## src/rtl/magcomp_serial.sv

```systemverilog
// ============================================================================
// Module   : magcomp_serial
// Purpose  : Multi-cycle magnitude comparator, one DIGIT-bit slice per clock,
//            MSB slice first, early exit on the first differing slice.
// Revision : 1.0 - initial release
// ============================================================================
`default_nettype none

module magcomp_serial #(
    parameter int WIDTH = 8,
    parameter int DIGIT = 2
) (
    input  logic             clk,
    input  logic             rst,
    input  logic             start,
    input  logic [WIDTH-1:0] A,
    input  logic [WIDTH-1:0] B,
    input  logic             signed_mode,
    output logic             busy,
    output logic             done,
    output logic             AGB,
    output logic             AEB,
    output logic             ALB
);

    localparam int NDIG = WIDTH / DIGIT;
    localparam int IDXW = (NDIG > 1) ? $clog2(NDIG) : 1;
    localparam logic [IDXW-1:0] c_idx_msb  = IDXW'(NDIG - 1);
    localparam logic [IDXW-1:0] c_idx_zero = '0;

    typedef enum logic [0:0] {
        IDLE = 1'b0,
        SCAN = 1'b1
    } state_t;

    state_t           r_state;
    logic [WIDTH-1:0] r_a;
    logic [WIDTH-1:0] r_b;
    logic [IDXW-1:0]  r_idx;
    logic             r_busy;
    logic             r_done;
    logic             r_agb;
    logic             r_aeb;
    logic             r_alb;

    logic [WIDTH-1:0] w_sign_flip;
    logic [DIGIT-1:0] w_a_slice;
    logic [DIGIT-1:0] w_b_slice;

    // Flipping the MSB maps two's-complement ordering onto unsigned ordering.
    assign w_sign_flip = {signed_mode, {(WIDTH-1){1'b0}}};
    assign w_a_slice   = r_a[DIGIT*int'(r_idx) +: DIGIT];
    assign w_b_slice   = r_b[DIGIT*int'(r_idx) +: DIGIT];

    always_ff @(posedge clk) begin
        if (rst) begin
            r_state <= IDLE;
            r_idx   <= c_idx_zero;
            r_a     <= '0;
            r_b     <= '0;
            r_busy  <= 1'b0;
            r_done  <= 1'b0;
            r_agb   <= 1'b0;
            r_aeb   <= 1'b0;
            r_alb   <= 1'b0;
        end else begin
            r_done <= 1'b0;
            case (r_state)
                IDLE: begin
                    if (start) begin
                        r_a     <= A ^ w_sign_flip;
                        r_b     <= B ^ w_sign_flip;
                        r_idx   <= c_idx_msb;
                        r_busy  <= 1'b1;
                        r_state <= SCAN;
                    end
                end
                SCAN: begin
                    if (w_a_slice != w_b_slice) begin
                        r_agb   <= (w_a_slice > w_b_slice);
                        r_alb   <= (w_a_slice < w_b_slice);
                        r_aeb   <= 1'b0;
                        r_done  <= 1'b1;
                        r_busy  <= 1'b0;
                        r_state <= IDLE;
                    end else if (r_idx == c_idx_zero) begin
                        r_agb   <= 1'b0;
                        r_alb   <= 1'b0;
                        r_aeb   <= 1'b1;
                        r_done  <= 1'b1;
                        r_busy  <= 1'b0;
                        r_state <= IDLE;
                    end else begin
                        r_idx <= r_idx - 1'b1;
                    end
                end
                default: begin
                    r_busy  <= 1'b0;
                    r_state <= IDLE;
                end
            endcase
        end
    end

    assign busy = r_busy;
    assign done = r_done;
    assign AGB  = r_agb;
    assign AEB  = r_aeb;
    assign ALB  = r_alb;

endmodule

`default_nettype wire

```

## config.mk

```make
export PLATFORM = sky130hd
export DESIGN_NAME = magcomp_serial
export DESIGN_NICKNAME = d
export VERILOG_FILES = /design/src/rtl/magcomp_serial.sv
export SDC_FILE = /design/constraint.sdc
export NUM_CORES = 1
export LEC_CHECK = 0
export CORE_ASPECT_RATIO = 1.5
export CORE_MARGIN = 2
export CORE_UTILIZATION = 28
export DETAILED_ROUTE_END_ITERATION = 12
export GPL_TIMING_DRIVEN = 0
export PLACE_DENSITY = 0.51
export SLEW_MARGIN = 20
export SYNTH_ARGS = -nofsm -noshare
export SYNTH_HDL_FRONTEND = slang
export SYNTH_SLANG_ARGS = --single-unit
```

## constraint.sdc

```tcl
create_clock -name clk -period 1.9 [get_ports clk]
set_input_delay 0.57 -clock clk [delete_from_list [all_inputs] [get_ports clk]]
set_output_delay 0.57 -clock clk [all_outputs]
set_load 0.1 [all_outputs]
```

==> reports/results.md <==
| Metric | Reported | Unit |
|:---|:---|:---|
| Hold-fix buffers at CTS | 0 | - |
| Worst Hold Depth | 2 | - |
| Portion of the post-synthesis area used by sequential elements | 0.472 | - |
| Clk_lat worst skew | 0.26 | ns |
| Hold_ws | 0.455 | ns |
| Post-synthesis area per instance | 9.00 | um2 |
| First-pass GRT wire length | 3620 | um |
| Area occupied by registers | 485 | um2 |
| Sort of element at the start of the critical path | flip-flop | - |
| Outcome | complete, but fails checks | - |
| Crit path required time | 2.10 | ns |
| Starting Density | 0.295 | - |
| Achievable clock frequency | 504 | MHz |
| Number of fillers in the final layout | 382 | - |
| Net count after synthesis | 136 | - |
| Setup slack of the worst register-to-register path | -0.08 | ns |
| Number of global-route vias before repair | 870 | - |
| Cell area after technology mapping | 1020 | um2 |
| Clock buffers created by TritonCTS | 3 | - |
| Master cell of the clock root buffer | clkbuf_8 | - |
| Weighted congestion at the end of routability-driven global placement | 0.771 | - |
| Critical path capture point type | flip-flop | - |
| Area grow syn2layout | 40.5 | % |
| Nets | 168 | - |
| Data arrival time of the critical path | 2.18 | ns |
| Antenna violations before repair | 0 | - |
| Number of setup violations in the final report | 2 | - |
| Number of routed nets with antenna violations | 0 | - |
| Overall Global Routing Usage | 0.121 | - |
| Maximum number of buffers from clock root to sink | 2 | - |
| Die area | 4140 | um2 |
| Worst Setup Slack, final | -0.0824 | ns |
| Maximum clock skew at final layout | 0.00247 | ns |
| H-tree level count | 1 | - |
| WHS Endpoint | r_b[1]$_SDFFE_PP0P_ | - |
| Floorplan core area | 3450 | um2 |
| Worst Min Path Start | r_b[1]$_SDFFE_PP0P_ | - |
| Final worst-path cycle share | 1.04 | - |
| Wire length reported by the detailed router | 2300 | um |
| Die span in y | 77.8 | um |
| Slew at the pin closest to its max-slew limit | 0.545 | ns |
| Floorplan die width | 53.2 | um |
| Number of DRC markers after the initial detailed-route iteration | 9 | - |
| GRT overflow | 0 | - |
| Count of distinct cell types in the synthesized netlist | 22 | - |
| Worst slack, placed | -0.114 | ns |
| Number of inserted diodes | 0 | - |
| Clock tree from TritonCTS | built | - |
| Path depth of the worst reg2reg path | 6 | - |
| Min-Delay Path Class | reg -> reg | - |
| Footprint of the multi-input gates | 532 | um2 |
| Worst ir drop on vdd | 498 | uV |
| Slew margin rel. | 0.639 | - |
| Port Buffers | 23 | - |
| Clock transition time at the flip-flop clock pins of the worst setup and hold paths | 0.08 | ns |
| Hold violation count in the final report | 0 | - |
| Proportion of layout cells with a drive suffix above 1 | 0.210 | - |
| Most frequent cells in the layout | 29 x nand2_1, 22 x dfxtp_1, 18 x clkdlybuf4s50_1, 15 x a21oi_1, 5 x clkdlybuf4s15_2 | - |
| Yosys warning count | 0 | - |
| CP max FO | 4 | - |
| Commonest non-fill, non-tap cell in the layout | nand2_1 | - |
| Max-slew violation count | 0 | - |
| Maximum number of pins on one net before global-route repair | 13 | - |
| Power density relative to cell area | 838 | nW/um2 |
| Flip-flop and latch count after synthesis | 24 | - |
| Routed wire length per instance | 12.4 | um |
| TritonCTS Sinks | 24 | - |
| Site Rows | 26 | - |
| DP Wirelength | 1680 | um |
| Final sum of negative setup slack | -0.124 | ns |
| Worst r2r dst | ALB$_SDFFE_PP0P_ | - |
| Unrepaired setup endpoints after global routing | yes | - |
| Detailed-route vias per instance | 4.71 | - |
| DRC errors left | 0 | - |
| Max-cap check violation count | 0 | - |
| WS Path Type | reg -> reg | - |
| Total via count after detailed routing | 871 | - |
| Total iterations of the first detailed-routing run | 4 | - |
| Minimum clock period after layout | 1.98 | ns |
| Leak pwr | 0.524 | nW |
| I/O pin total | 25 | - |
| Violations in the final reports | setup timing | - |
| FF-to-FF Start | r_idx[0]$_SDFFE_PP0P_ | - |
| Post-Syn Instances | 113 | - |
[per-layer routing]
metal	vias up	GRT usage	routed length [um]
met3	5	0.0231	93
met2	20	0.214	1250
met5	-	0	0
met1	400	0.125	914
li1	446	-	-
met4	0	0.0692	42
[worst max-delay path, cell delays in order (launching register included)]
cell	delay, ns
dfxtp_2	0.33
buf_6	0.11
mux4_2	0.53
ha_4	0.24
a21boi_2	0.16
or4b_1	0.45
o21ai_1	0.09
[worst max path at each step]
stage | from | to
3_3_place_gp | AEB$_SDFFE_PP0P_ | AEB
6_report | r_idx[0]$_SDFFE_PP0P_ | ALB$_SDFFE_PP0P_
2_1_floorplan | r_idx[0]$_SDFFE_PP0P_ | ALB$_SDFFE_PP0P_
5_1_grt | r_idx[0]$_SDFFE_PP0P_ | ALB$_SDFFE_PP0P_
4_1_cts | r_idx[0]$_SDFFE_PP0P_ | ALB$_SDFFE_PP0P_
3_5_place_dp | busy$_SDFFE_PP0P_ | busy
[layout make-up]
class                      instances  area share
sequential                        24       0.340
multi-input combinational         78       0.372
clock buffer                       3      0.0289
tap                               42      0.0368
inverter                           4      0.0105
timing repair buffer              27       0.187
buffer                             7      0.0254
[where the power goes]
| group | internal [mW] | total [mW] | switching, mW |
|---|---|---|---|
| combinational | 0.150 | 0.337 | 0.186 |
| clock | 0.142 | 0.293 | 0.152 |
| sequential | 0.544 | 0.568 | 0.0242 |
| total | 0.836 | 1.20 | 0.362 |
[sequential cells by signal (all words and copies together) (netlist names)]
signal / count
r_a: 8
r_b: 8
r_idx: 2
AEB: 1
AGB: 1
ALB: 1
busy: 1
done: 1
r_state: 1
[cells in the mapped netlist]
cell type | count | area [um2]
a221oi_1 | 1 | 8.76
buf_2 | 3 | 15.0
mux4_2 | 4 | 90.1
a211oi_1 | 3 | 22.5
a21boi_2 | 1 | 11.3
a21oi_1 | 15 | 75.1
and2b_1 | 1 | 7.51
o21ai_0 | 2 | 10.0
dfxtp_1 | 24 | 480
or4b_1 | 1 | 10.0
nor3_1 | 2 | 10.0
xnor2_1 | 2 | 17.5
nor2_1 | 4 | 15.0
inv_1 | 4 | 15.0
and4b_1 | 1 | 10.0
nand2b_1 | 4 | 25.0
o22ai_1 | 2 | 12.5
clkbuf_1 | 4 | 15.0
nand2_1 | 29 | 109
o21a_1 | 1 | 7.51
nor2b_1 | 2 | 12.5
ha_1 | 3 | 37.5
[what timing repair did]
item / 4_1_cts / 5_1_grt
buffers inserted: 4 / 0
resized for setup: 22 / 2
pin swaps: 2 / 3
endpoints found under the setup margin: 8 / 4
[logic make-up after synthesis]
group | Yosys count | share of synthesized area
compound gates | 25 | 0.145
xor+xnor | 2 | 0.0172
fa+ha+maj | 3 | 0.0369
buf+inv | 11 | 0.0443
flops | 24 | 0.472
mux | 4 | 0.0886
simple gates | 44 | 0.196
[per-stage QoR]
step	util	instances	cell area, um2	total power, mW
6_report	0.414	185	1430	1.20
2_1_floorplan	-	113	1050	0.799
5_1_grt	0.414	185	1430	1.26
3_5_place_dp	0.386	178	1330	0.896
3_3_place_gp	0.386	178	1330	0.891
4_1_cts	0.413	185	1420	1.21
No activity file was read; power rests on OpenSTA's default activity.
